<file path="src/rtl/adder_tree_pkg.sv">
// Shared constants and helpers for the pipelined adder tree accumulator.
// Provides the default accumulator headroom, a log2 helper and a signed clamp.
package adder_tree_pkg;

    localparam int ACC_EXTRA_BITS_DEFAULT = 8;

    function automatic int clog2(input int n);
        int r;
        r = 0;
        for (int v = 1; v < n; v = v << 1) begin
            r = r + 1;
        end
        return r;
    endfunction

    function automatic logic signed [63:0] sat_clamp(
        input logic signed [63:0] x,
        input int                 w
    );
        logic signed [63:0] hi;
        logic signed [63:0] lo;
        hi = (64'sd1 <<< (w - 1)) - 64'sd1;
        lo = -(64'sd1 <<< (w - 1));
        if (x > hi) begin
            return hi;
        end else if (x < lo) begin
            return lo;
        end
        return x;
    endfunction

endpackage

</file>
<file path="src/rtl/adder_tree_stage.sv">
// One registered level of the adder tree: pairwise signed sums, one bit wider.
// Valid and last travel alongside the data; everything holds when en is low.
module adder_tree_stage import adder_tree_pkg::*; #(
    parameter int NUM_OPS  = 4,
    parameter int IN_WIDTH = 8
) (
    input  logic                                 clk,
    input  logic                                 rst_n,
    input  logic                                 en,
    input  logic [NUM_OPS*IN_WIDTH-1:0]          operands,
    input  logic                                 valid,
    input  logic                                 last,
    output logic [(NUM_OPS/2)*(IN_WIDTH+1)-1:0]  sums,
    output logic                                 sum_valid,
    output logic                                 sum_last
);

    localparam int OW = IN_WIDTH + 1;

    logic [(NUM_OPS/2)*OW-1:0] pair;

    // Sign-extend each operand pair by one bit and add.
    always_comb begin
        pair = '0;
        for (int i = 0; i < NUM_OPS / 2; i++) begin
            pair[i*OW +: OW] =
                OW'($signed(operands[(2*i)*IN_WIDTH +: IN_WIDTH])) +
                OW'($signed(operands[(2*i+1)*IN_WIDTH +: IN_WIDTH]));
        end
    end

    // Register the level; bubbles pass through with valid low.
    always_ff @(posedge clk) begin
        if (!rst_n) begin
            sums      <= '0;
            sum_valid <= 1'b0;
            sum_last  <= 1'b0;
        end else if (en) begin
            sums      <= pair;
            sum_valid <= valid;
            sum_last  <= last;
        end
    end

endmodule

</file>
<file path="src/rtl/adder_tree_acc.sv">
// Pipelined adder tree feeding a wrapping accumulator with rounded output.
// Define ADDER_TREE_ACC_SAT_EN to saturate the output instead of wrapping.
module adder_tree_acc import adder_tree_pkg::*; #(
    parameter int NUM_INPUTS     = 4,
    parameter int IN_WIDTH       = 8,
    parameter int ACC_EXTRA_BITS = ACC_EXTRA_BITS_DEFAULT,
    parameter int OUT_SCALE      = 0,
    parameter int OUT_WIDTH      = 16
) (
    input  logic                             clk,
    input  logic                             arst_n_in,
    input  logic [NUM_INPUTS*IN_WIDTH-1:0]   in_data,
    input  logic                             in_valid,
    input  logic                             in_last,
    output logic                             in_ready,
    output logic signed [OUT_WIDTH-1:0]      out_data,
    output logic                             out_valid,
    input  logic                             out_ready
);

    localparam int L         = clog2(NUM_INPUTS);
    localparam int SW        = IN_WIDTH + L;
    localparam int ACC_WIDTH = SW + ACC_EXTRA_BITS;
    localparam int BUS       = NUM_INPUTS * IN_WIDTH + L;
    localparam logic signed [63:0] RND =
        (OUT_SCALE > 0) ?
        (64'sd1 <<< ((OUT_SCALE > 0) ? OUT_SCALE - 1 : 0)) : 64'sd0;

    logic                        en;
    logic [BUS-1:0]              lvl_data [0:L];
    logic [L:0]                  lvl_valid;
    logic [L:0]                  lvl_last;
    logic signed [SW-1:0]        sum;
    logic signed [ACC_WIDTH-1:0] acc;
    logic signed [ACC_WIDTH-1:0] total;
    logic signed [63:0]          wide;
    logic signed [63:0]          scaled;
    logic signed [OUT_WIDTH-1:0] result;

    assign en       = !out_valid || out_ready;
    assign in_ready = en;

    assign lvl_data[0]  = BUS'(in_data);
    assign lvl_valid[0] = in_valid;
    assign lvl_last[0]  = in_last;

    for (genvar k = 0; k < L; k++) begin : g_lvl
        localparam int NK = NUM_INPUTS >> k;
        localparam int WK = IN_WIDTH + k;
        logic [(NK/2)*(WK+1)-1:0] q;

        adder_tree_stage #(
            .NUM_OPS  (NK),
            .IN_WIDTH (WK)
        ) u_stage (
            .clk       (clk),
            .rst_n     (arst_n_in),
            .en        (en),
            .operands  (lvl_data[k][NK*WK-1:0]),
            .valid     (lvl_valid[k]),
            .last      (lvl_last[k]),
            .sums      (q),
            .sum_valid (lvl_valid[k+1]),
            .sum_last  (lvl_last[k+1])
        );

        assign lvl_data[k+1] = BUS'(q);
    end

    assign sum    = lvl_data[L][SW-1:0];
    assign total  = acc + ACC_WIDTH'(sum);
    assign wide   = 64'(total);
    assign scaled = (wide + RND) >>> OUT_SCALE;

`ifdef ADDER_TREE_ACC_SAT_EN
    logic signed [63:0] clamped;
    assign clamped = sat_clamp(scaled, OUT_WIDTH);
    assign result  = clamped[OUT_WIDTH-1:0];
`else
    assign result  = scaled[OUT_WIDTH-1:0];
`endif

    // Accumulate valid beats; a last beat emits the result and restarts.
    always_ff @(posedge clk) begin
        if (!arst_n_in) begin
            acc       <= '0;
            out_data  <= '0;
            out_valid <= 1'b0;
        end else if (en) begin
            out_valid <= lvl_valid[L] && lvl_last[L];
            if (lvl_valid[L]) begin
                if (lvl_last[L]) begin
                    out_data <= result;
                    acc      <= '0;
                end else begin
                    acc      <= total;
                end
            end
        end
    end

endmodule

</file>
<file path="config.mk">
export PLATFORM = sky130hd
export DESIGN_NAME = adder_tree_acc
export DESIGN_NICKNAME = d
export VERILOG_FILES = /design/src/rtl/adder_tree_pkg.sv /design/src/rtl/adder_tree_stage.sv /design/src/rtl/adder_tree_acc.sv
export SDC_FILE = /design/constraint.sdc
export NUM_CORES = 1
export LEC_CHECK = 0
export ABC_AREA = 1
export CAP_MARGIN = 10
export CORE_AREA = 4 4 115 106
export DETAILED_ROUTE_END_ITERATION = 10
export DIE_AREA = 0 0 119 110
export GPL_TIMING_DRIVEN = 0
export PLACE_DENSITY = 0.59
export SLEW_MARGIN = 20
export SYNTH_ARGS = -nofsm -noshare
export SYNTH_HDL_FRONTEND = slang
export SYNTH_SLANG_ARGS = --single-unit
</file>
<file path="constraint.sdc">
create_clock -name clk -period 4.6 [get_ports clk]
set_clock_uncertainty 0.15 [all_clocks]
set_input_delay 0.92 -clock clk [delete_from_list [all_inputs] [get_ports clk]]
set_output_delay 0.92 -clock clk [all_outputs]
set_load 0.005 [all_outputs]
</file>
**Yosys cells after proc, flatten, opt, wreduce, memory -nomap -nowiden**

Cells that the tools add are included.

- Add/subtract/negate cells: 4
- Multiplexer cells: 1
- Reduce and logical (&&, ||, !) cells: 5

Operators by type and width:

| operator | count |
|---|---|
| 18-bit by 10-bit adder with 18-bit output | 1 |
| 8-bit by 8-bit adder with 9-bit output | 2 |
| 18-bit two-way mux | 1 |
| 9-bit by 9-bit adder with 10-bit output | 1 |
| 3-bit AND reduction | 1 |
| 2-bit AND reduction | 1 |
| 1-bit logical AND | 1 |
| 1-bit logical NOT | 1 |
| 1-bit logical OR | 1 |

- Flip-flop bits (word level): 67
- Input bits: 37
- Output and inout bits: 18
- Logic and storage cells: 19

**Logic depth before layout (Yosys ltp)**

Gate-level depths: netlist (run 1).

- Depth in word-level cells: 3
- Gate-level depth with buffers: 13
- Mapped depth without buffers: 13

**Hierarchy**

From an unflattened synthesis (run 1), not the netlist that was laid out.

- Cells, all modules: 717
- Area total of the unflattened synthesis: 4,610.7 µm²

Modules (own cells, without submodules):

| module | instances | cells each | area an instance (µm²) |
|---|---|---|---|
| adder_tree_acc | 1 | 339 | 2,165.8 |
| adder_tree_stage (g_lvl[0].u_stage) | 1 | 238 | 1,541.5 |
| adder_tree_stage (g_lvl[1].u_stage) | 1 | 140 | 903.4 |

**Worst setup path before layout (run 1)**

Ideal clock, no wire load.

- Path kind: input port to output port
- Start: input port out_ready
- End: output port in_ready
- Arrival: 1,410 ps
- Path slack: 2,120 ps
- Stages on the path: 4
- Path buffers: 2
- Cells stage by stage: nor2_2 inv_2 buf_2 buf_2

- Longest elaborated chain between the ends: 1

Ends and longest elaborated chain:

| what | line | text |
|---|---|---|
| start: declaration | adder_tree_acc.sv:18 | `input logic out_ready` |
| 1-bit logical OR | adder_tree_acc.sv:40 | `assign en = !out_valid \|\| out_ready;` |
| end: declaration | adder_tree_acc.sv:15 | `output logic in_ready,` |

Every way passes these cells.

**Worst setup path in the final report (run 1)**

Same ends and word-level chain as after synthesis.

==> out/results.ini, run 1 <==
[sta]
maxSlewHeadroom_pct = 58.9
finalMaxSlewViolations = 0
fin_setup_tns_ps = 0
fin_crit_sh_pct = 78.1
fmax_ghz = 0.278
worst_pin_slew_ps = 617
finalHoldViolCount = 0
hold-worst-slack_ps = 318
rsz0062_at_grt = no
setup_viol = 0
post-route-min-period_ps = 3590

[min_path]
whs_endpoint = acc[9]
min-delay-start = acc[9]
min_path_type = flip-flop to flip-flop
min_path_cells = 2

[routing]
viasPerCell = 4.68
antenna_left = 0
avgRoutedWirePerCell_um = 12.1
drtPass1Iterations = 4
vias = 4040
wl_um = 10500
drt_iter0_markers = 191
drcViolationCount = 0

[synth]
muxShareOfSynthArea_pct = 0
synth-simple-area-share_pct = 26.8
synthTopCellsByArea = dfxtp_1 30%, nand2_1 14%, ha_1 12%
netlist_area_sq_mm = 0.00430
synth_xor_area_share_pct = 4.28
yosysSeqAreaShare_pct = 30.3
synth_top_family_by_area = simple AND/OR/NAND/NOR gates
synth_compound_area_share_pct = 14.4
synth_flop_cell = dfxtp_1
synthDistinctLibCells = 30
synthCells = 641
async_flop_share_pct = 0
synthTopCellsByCount = 162 x nand2_1, 98 x inv_1, 65 x dfxtp_1, 65 x nor2_1, 50 x a21oi_1
synthAdderAreaFrac_pct = 13.5
synth-edff-count = 0
syn_nets = 722
syn_avg_cell_area_sq_um = 6.70
yosysMostFrequentCell = nand2_1
ys_warn_count = 0
synthDominantCellAreaShare_pct = 30.3
synth-seq-cells = 65
synth_area_leader_cell = dfxtp_1

[cts]
numCtsBuffers = 9
cts_tree = done
clk_pin_slew_ps = 60
clockBufferDepth = 2
cts.sinks = 65
cts_max_level = 3
clk_latency_ps = 330
clock-root-buffer = clkbuf_16
cts_resized = 0
cts-hold-fix-buffers = 0
post-cts-setup-buffer-count = 0

[floorplan]
die_x_um = 119
initial_core_util_pct = 39.6
rows = 36
dieArea_sq_mm = 0.0131
pin_count = 55
core_sq_mm = 0.0109
die_y_um = 110

[setup_path]
worst_ep_required_time_ps = 3530
reg2reg_to = out_data[12]
endpoint_kind = output pin
r2r_cells = 12
rrSetupSlack_ps = 2480
worst-path-max-fanout = 10
cp-startpoint = out_ready
path_class = input port to output pin
timing.rr.start = acc[0]
arrival_ps = 2520
worstSetupStartpointType = input port

[global_routing]
grt_usage_pct = 17.1
antenna_found_initial = 0
grt_max_degree = 13
grt_use_met1_pct = 23.9
grt_pass1_wl_um = 18100
grt_remaining_overflow = 0
use_met2_pct = 26.7
grt_pass1_vias = 3919
grt_use_met3_pct = 3.83
top_usage_layer = met2

[power]
p_per_area_mw_per_mm2 = 320
irDropWorstVdd_mv = 0.266
p_leak_nw = 2.78

[placement]
place_congestion = 0.883
dp.cells = 847
io_buffers = 54
hpwl_um = 8160

[run]
cap_violations = 0

[final_layout]
layout.nets = 787
drive_gt1_share_pct = 5.63
fillCellCount = 1102
area_delta_synth_final_pct = 24.1
final_cells = 863
n_antenna_cell = 0

[outcome]
outcome = completed

## cells in the final DEF, fill, tap and decap left out, drive strengths merged, types with 4 or more instances in the layout
cell / count
a21oi: 50
buf: 10
clkbuf: 17
clkdlybuf4s50: 54
clkinv: 4
dfxtp: 65
fa: 4
ha: 40
inv: 101
nand2: 165
nand3: 36
nor2: 68
o21ai: 48
o21bai: 14
or2: 4
xnor2: 5
xor2: 16
## power by group
part	switching [mW]	leakage (nW)	total [mW]	internal (mW)
logic	0.214	2.09	0.375	0.160
registers	0.0297	0.532	0.637	0.608
clock network	0.258	0.153	0.694	0.435
total	0.502	2.78	1.71	1.20
## final cells by class
class	count	area, sq um	area share [%]
flip-flops and latches	65	1300	24.4
clock inverters	6	66.3	1.24
inverters	100	375	7.04
multi-input cells	459	2540	47.6
plain buffers	17	81.3	1.53
clock buffers	10	239	4.48
repair buffers	54	541	10.1
well taps	152	190	3.57
## kinds of logic after synthesis
kind of cell	count (synthesis)
and+or+nand+nor	279
buffers and inverters	117
AOI/OAI and AO/OA	115
DFF	65
adders and majority gates	44
xor gates and xnor gates	21
## registers in the layout, indices dropped and copies added, names as in the netlist
register / count
g_lvl.u_stage.sums: 28
acc: 16
g_lvl.u_stage.sum_last: 2
out_data: 16
g_lvl.u_stage.sum_valid: 2
out_valid: 1
## routing by layer
metal | vias up | routed length [um]
li1 | 2164 | -
met1 | 1811 | 5400
met2 | 59 | 4570
met3 | 6 | 443
met4 | 0 | 54
met5 | - | 0
## worst max-delay path by stage
stage | endpoint | slack, ps | cells past startpoint
3_3_place_gp | in_ready | 1020 | 6
4_1_cts | in_ready | 1000 | 6
2_1_floorplan | in_ready | 2120 | 4
5_1_grt | in_ready | 910 | 6
6_report | in_ready | 1010 | 6
3_5_place_dp | in_ready | 1000 | 6
## worst max-delay path, cell delays in order
cell and delay, ps:
clkdlybuf4s50_1 470, nor2_2 60, inv_2 70, buf_2 200
buf_2 270, clkdlybuf4s50_1 550
## per-stage QoR
step / instance area (sq um) / setup WS [ps] / power (mW) / util [%]
2_1_floorplan: 4300 / 2120 / 0.908 / -
3_3_place_gp: 5030 / 1020 / 1.02 / 46.3
3_5_place_dp: 5030 / 1000 / 1.02 / 46.3
4_1_cts: 5330 / 999 / 1.72 / 49.1
5_1_grt: 5330 / 914 / 1.82 / 49.1
6_report: 5330 / 1010 / 1.71 / 49.1
(Power assumes the default switching activity.)
==> run 2: changes to the inputs <==
Settings changed: PLACE_DENSITY 0.59 to 0.61.
Clock period 4.6 ns to 2.9 ns, I/O delays scaled along.
==> run 2 against run 1 <==
Sequential cell count unchanged. Sequential power up 59%. Non-clock buffer count decreased by 1. Sequential share of layout area shrank 0.24 points. Hold slack gained 2.7 ps. Register-to-register slack got worse by 1600 ps. First-iteration DRC count down 3.7%. Worst setup slack lost 890 ps. Critical path type unchanged. Largest cell class unchanged.
==> out/results.ini, run 2 (synthesis results as in run 1) <==
[setup_path]
worstSetupStartpointType = input port
worst-path-max-fanout = 19  ; +9
endpoint = in_ready
timing.rr.start = acc[0]
r2r_cells = 12  ; unchanged
path_class = input port to output pin
rrSetupSlack_ps = 860  ; -1620 ps
endpoint_kind = output pin
cp-startpoint = out_ready
worst_ep_required_time_ps = 2170  ; -1360 ps
arrival_ps = 2060  ; -460 ps
reg2reg_to = out_data[12]

[routing]
antenna_left = 0  ; unchanged
vias = 4063  ; +0.57%
wl_met2_um = 4660  ; +2.0%
wl_um = 10300  ; -2.0%
avgRoutedWirePerCell_um = 11.9  ; -1.9%
drtPass1Iterations = 5  ; +1
drt_iter0_markers = 184  ; -3.7%
wl_met1_um = 5130  ; -5.0%
top_layer = met4
viasPerCell = 4.71  ; +0.69%
met3_length_um = 363  ; -18%
drcViolationCount = 0  ; unchanged

[cts]
clock-root-buffer = clkbuf_16
cts-hold-fix-buffers = 0  ; unchanged
cts_max_level = 3  ; unchanged
clk_pin_slew_ps = 50  ; about the same
clk_latency_ps = 330  ; about the same
cts_tree = done
numCtsBuffers = 9  ; unchanged
clockBufferDepth = 2  ; unchanged
cts.sinks = 65  ; unchanged

[global_routing]
grt_remaining_overflow = 0  ; unchanged
grt_pass1_wl_um = 17600  ; -2.8%
grt_usage_pct = 16.6  ; -0.53 points
antenna_found_initial = 0  ; unchanged
grt_max_degree = 20  ; +7
grt_pass1_vias = 3887  ; -0.82%

[sta]
maxSlewHeadroom_pct = 59.1  ; +0.21 points
finalHoldViolCount = 0  ; unchanged
post-route-min-period_ps = 2790
setup_viol = 0  ; unchanged
hold-worst-slack_ps = 321  ; +2.69 ps
fmax_ghz = 0.359
rsz0062_at_grt = no
finalMaxSlewViolations = 0  ; unchanged
fin_crit_sh_pct = 96.0
worst_pin_slew_ps = 614  ; -3.21 ps
fin_setup_tns_ps = 0  ; unchanged

[floorplan]
core_sq_mm = 0.0109  ; unchanged
die_x_um = 119  ; unchanged
pin_count = 55  ; unchanged
dieArea_sq_mm = 0.0131  ; unchanged
rows = 36  ; unchanged
initial_core_util_pct = 39.6  ; unchanged
die_y_um = 110  ; unchanged

[final_layout]
layout_commonest_cell = nand2_1
area_delta_synth_final_pct = 25.4
layout_common_cells = 162 x nand2_1, 98 x inv_1, 65 x nor2_1, 65 x dfxtp_1, 54 x clkdlybuf4s50_1
drive_gt1_share_pct = 5.49  ; -0.13 points
final_cells = 862  ; -0.12%
largest_reg_flops = 28  ; unchanged
n_antenna_cell = 0  ; unchanged
top_register = g_lvl.u_stage.sums
top_regs = g_lvl.u_stage.sums (28), acc (16), out_data (16)
layout.nets = 786  ; -0.13%

[power]
irDropWorstVdd_mv = 0.286  ; +7.9%
p_per_area_mw_per_mm2 = 542  ; +69%
sw_frac_of_total_pct = 27.0  ; -2.4 points
p_clk_share_pct = 45.2  ; +4.5 points
p_switching_uw = 789  ; +57%
p_leak_nw = 2.80  ; +0.72%
p_comb_share_pct = 20.2  ; -1.8 points
p_int_mw = 2.13  ; +77%
power_mw = 2.92  ; +71%
seqPwrFrac_pct = 34.6  ; -2.8 points

[placement]
io_buffers = 54  ; unchanged
hpwl_um = 7880  ; -3.4%
place_congestion = 0.888  ; +0.65%
dp.cells = 847  ; unchanged

[outcome]
outcome = completed

[run]
cap_violations = 0  ; unchanged

[min_path]
min_path_type = flip-flop to flip-flop

## run 2: cell types whose count changed in the layout (fill, tap and decap cells not counted), sizes merged
cell      change
buf           -1
clkbuf        +2
clkinv        -4
inv           -1
clkinvlp      +1
bufinv        +2
## run 2: critical path: stages
cell and delay [ps]:
clkdlybuf4s50_1 470, nor2_2 50, inv_2 60, buf_2 310, clkdlybuf4s50_1 570
## run 2: area by class of cell
class	count	area (sq um)
buffer	16	76.3
clock buffer	12	267
clock inverter	4	97.6
fill	1115	5470
inverter	100	375
multi-input combinational	459	2540
sequential	65	1300
tap	152	190
timing repair buffer	54	541
## run 2: through the flow
| stage | utilization, % | cell area (sq um) | setup slack, ps |
|---|---|---|---|
| final | 49.6 | 5390 | 115 |
| after global routing | 49.6 | 5390 | 39.1 |
| after CTS | 49.6 | 5390 | 99.5 |
| after detailed placement | 46.3 | 5030 | -9.09 |
| after global placement | 46.3 | 5030 | 6.50 |
| after floorplan | - | 4300 | 877 |
## run 2: worst min-delay path by stage
stage	startpoint	endpoint	cells past startpoint
after floorplan	acc[10]	acc[10]	2
after global placement	g_lvl[0].u_stage.sums[17]	g_lvl[0].u_stage.sums[17]	2
after detailed placement	acc[6]	acc[6]	2
after CTS	g_lvl[0].u_stage.sums[17]	g_lvl[0].u_stage.sums[17]	2
after global routing	acc[14]	acc[14]	2
final	acc[12]	acc[12]	2
## run 2: power by group through the flow
stage / sequential (mW) / clock, mW / combinational [mW]
finish: 1.01 / 1.32 / 0.591
floorplan: 1.01 / 0 / 0.427
detailed placement: 1.03 / 0 / 0.589
global placement: 1.03 / 0 / 0.581
global route: 1.02 / 1.39 / 0.679
CTS: 1.01 / 1.33 / 0.593
## run 2: timing repair
| item | in CTS | in global routing |
|---|---|---|
| buffers inserted | 0 | 0 |
| setup endpoints to repair | 1 | 0 |
| gates resized for setup | 0 | 0 |
## run 2: layer usage
layer / global-route usage, % / vias to the layer above
met5: 0 / -
met4: 2.81 / 0
met3: 4.64 / 9
met2: 27.0 / 74
met1: 22.3 / 1823
li1: - / 2157
==> run 3: changes to the inputs <==
Settings changed: DONT_BUFFER_PORTS set to 1, PLACE_DENSITY 0.61 to 0.54, SETUP_SLACK_MARGIN set to 0.3.
==> run 3 against run 2 <==
Critical endpoint is now out_data[12]. First-iteration DRC count is 1.6% lower. Via count down 6.0%. Wire length increased by 1.1%. Die area is the same. Critical path type is now flip-flop to flip-flop. Global-route usage rose by 0.41 points. Hold slack worse by 44 ps. Worst setup slack improved by 700 ps. Clock power shrank 17%. Combinational power is 9.1% lower. Cell count is 6.1% lower. Core utilization decreased by 5.5 points.
==> out/results.ini, run 3 (synthesis results as in run 1) <==
[cts]
post-cts-setup-buffer-count = 0  ; unchanged
cts_resized = 0  ; unchanged
clock-root-buffer = clkbuf_16
numCtsBuffers = 9  ; unchanged
cts-hold-fix-buffers = 0  ; unchanged
cts_max_level = 3  ; unchanged
clockBufferDepth = 2  ; unchanged
clk_pin_slew_ps = 60  ; about the same
cts.sinks = 65  ; unchanged
cts_tree = done
clk_latency_ps = 330  ; about the same

[sta]
finalMaxSlewViolations = 0  ; unchanged
worst_pin_slew_ps = 674  ; +60.6 ps
fin_setup_tns_ps = 0  ; unchanged
post-route-min-period_ps = 2090  ; -697 ps
setup_viol = 0  ; unchanged
fmax_ghz = 0.479  ; +33%
maxSlewHeadroom_pct = 55.0  ; -4.0 points
rsz0062_at_grt = no
finalHoldViolCount = 0  ; unchanged
fin_crit_sh_pct = 72.0  ; -24 points

[final_layout]
drive_gt1_share_pct = 5.78  ; +0.29 points
layout_commonest_cell = nand2_1
n_antenna_cell = 0  ; unchanged
utilization_pct = 44.1  ; -5.5 points
area_delta_synth_final_pct = 11.4
largest_reg_flops = 28  ; unchanged
top_register = g_lvl.u_stage.sums
top_regs = g_lvl.u_stage.sums (28), acc (16), out_data (16)
layout.nets = 733  ; -6.7%
layout_common_cells = 162 x nand2_1, 98 x inv_1, 65 x nor2_1, 65 x dfxtp_1, 50 x a21oi_1

[outcome]
outcome = completed

[placement]
hpwl_um = 8100  ; +2.7%
place_congestion = 0.891  ; +0.32%
io_buffers = 0  ; -100%

[global_routing]
grt_pass1_vias = 3820  ; -1.7%
grt_usage_pct = 17.0  ; +0.41 points
grt_pass1_wl_um = 17900  ; +1.4%
grt_max_degree = 12  ; -40%
antenna_found_initial = 0  ; unchanged
grt_remaining_overflow = 0  ; unchanged

[routing]
avgRoutedWirePerCell_um = 12.8  ; +7.7%
vias = 3820  ; -6.0%
viasPerCell = 4.72  ; +0.18%
antenna_left = 0  ; unchanged
wl_um = 10400  ; +1.1%
drcViolationCount = 0  ; unchanged
drtPass1Iterations = 4  ; -1
drt_iter0_markers = 181  ; -1.6%

[setup_path]
cp_slowest_cell = fa_1
arrival_ps = 2160  ; +100 ps
path_cells = ha_1 -> fa_1 -> nand3_1 -> nand3_1 -> nand2_1 -> nand2_1 -> nand2_1 -> nand3_1 -> nand2_1 -> nand2_1 -> nand2_1 -> inv_1
critPathMaxStageDelay_ps = 440  ; -130 ps
reg2reg_to = out_data[12]
rrSetupSlack_ps = 810  ; -50 ps
endpoint_kind = flip-flop
path_class = flip-flop to flip-flop
endpoint = out_data[12]
worst-path-max-fanout = 3  ; -16
worstSetupStartpointType = flip-flop
worst_ep_required_time_ps = 2980  ; +810 ps
cp-startpoint = acc[0]
r2r_cells = 12  ; unchanged
timing.rr.start = acc[0]
cpMostUsedCell = nand2_1

[power]
irDropWorstVdd_mv = 0.343  ; +20%
p_switching_uw = 772  ; -2.1%
seqPwrFrac_pct = 38.4  ; +3.8 points
p_per_area_mw_per_mm2 = 551  ; +1.7%
p_comb_share_pct = 20.4  ; +0.2 points
p_leak_nw = 2.57  ; -8.2%
p_int_mw = 1.86  ; -12%
sw_frac_of_total_pct = 29.3  ; +2.3 points
p_clk_share_pct = 41.2  ; -4.0 points

[floorplan]
pin_count = 55  ; unchanged
die_x_um = 119  ; unchanged
initial_core_util_pct = 39.6  ; unchanged
rows = 36  ; unchanged
die_y_um = 110  ; unchanged
dieArea_sq_mm = 0.0131  ; unchanged
core_sq_mm = 0.0109  ; unchanged

[run]
cap_violations = 0  ; unchanged

[min_path]
min_path_type = input port to flip-flop

[run 3: critical path: cells and delay by family, from the launching register on]
kind	cells	cell delay [ps]
simple gates	9	850
fa+ha+maj	2	660
flops	1	310
buf+inv	1	30
[run 3: through the flow]
step | hold slack [ps] | setup WS [ps] | cells | instance area [sq um] | power, mW
after floorplan | 299 | 877 | 641 | 4300 | 1.44
after global placement | 306 | 760 | 793 | 4490 | 1.56
after detailed placement | 314 | 747 | 793 | 4490 | 1.57
after CTS | 261 | 794 | 809 | 4780 | 2.67
after global routing | 279 | 589 | 809 | 4780 | 2.79
final | 277 | 811 | 809 | 4780 | 2.63
[run 3: how the worst min path moves through the flow]
| stage | startpoint | endpoint | slack, ps | cells after the start |
|---|---|---|---|---|
| 4_1_cts | in_valid | g_lvl[0].u_stage.sum_valid | 260 | 2 |
| 2_1_floorplan | acc[10] | acc[10] | 300 | 2 |
| 3_3_place_gp | g_lvl[0].u_stage.sums[17] | g_lvl[0].u_stage.sums[17] | 310 | 2 |
| 3_5_place_dp | g_lvl[0].u_stage.sums[17] | g_lvl[0].u_stage.sums[17] | 310 | 2 |
| 5_1_grt | in_last | g_lvl[0].u_stage.sum_last | 280 | 2 |
| 6_report | in_valid | g_lvl[0].u_stage.sum_valid | 280 | 2 |
[run 3: area by class of cell]
| cell class | instances | area [sq um] |
|---|---|---|
| flip-flops and latches | 65 | 1300 |
| fillers | 1193 | 6070 |
| well taps | 152 | 190 |
| inverters | 100 | 375 |
| plain buffers | 17 | 81.3 |
| multi-input cells | 459 | 2540 |
| clock inverters | 4 | 52.6 |
| clock buffers | 12 | 246 |
[run 3: power by group through the flow]
| stage | logic, mW | clock network, mW | registers, mW |
|---|---|---|---|
| detailed placement | 0.536 | 0 | 1.03 |
| floorplan | 0.427 | 0 | 1.01 |
| global placement | 0.532 | 0 | 1.03 |
| CTS | 0.542 | 1.12 | 1.01 |
| finish | 0.537 | 1.09 | 1.01 |
| global route | 0.629 | 1.14 | 1.02 |
[run 3: routing by layer]
| metal | vias up | track usage [%] | routed length [um] | part of all wire [%] |
|---|---|---|---|---|
| li1 | 2050 | - | - | - |
| met1 | 1705 | 23.4 | 5470 | 53 |
| met2 | 56 | 26.7 | 4380 | 42 |
| met3 | 9 | 3.78 | 404 | 3.9 |
| met4 | 0 | 4.96 | 111 | 1.1 |
| met5 | - | 0 | 0 | 0 |
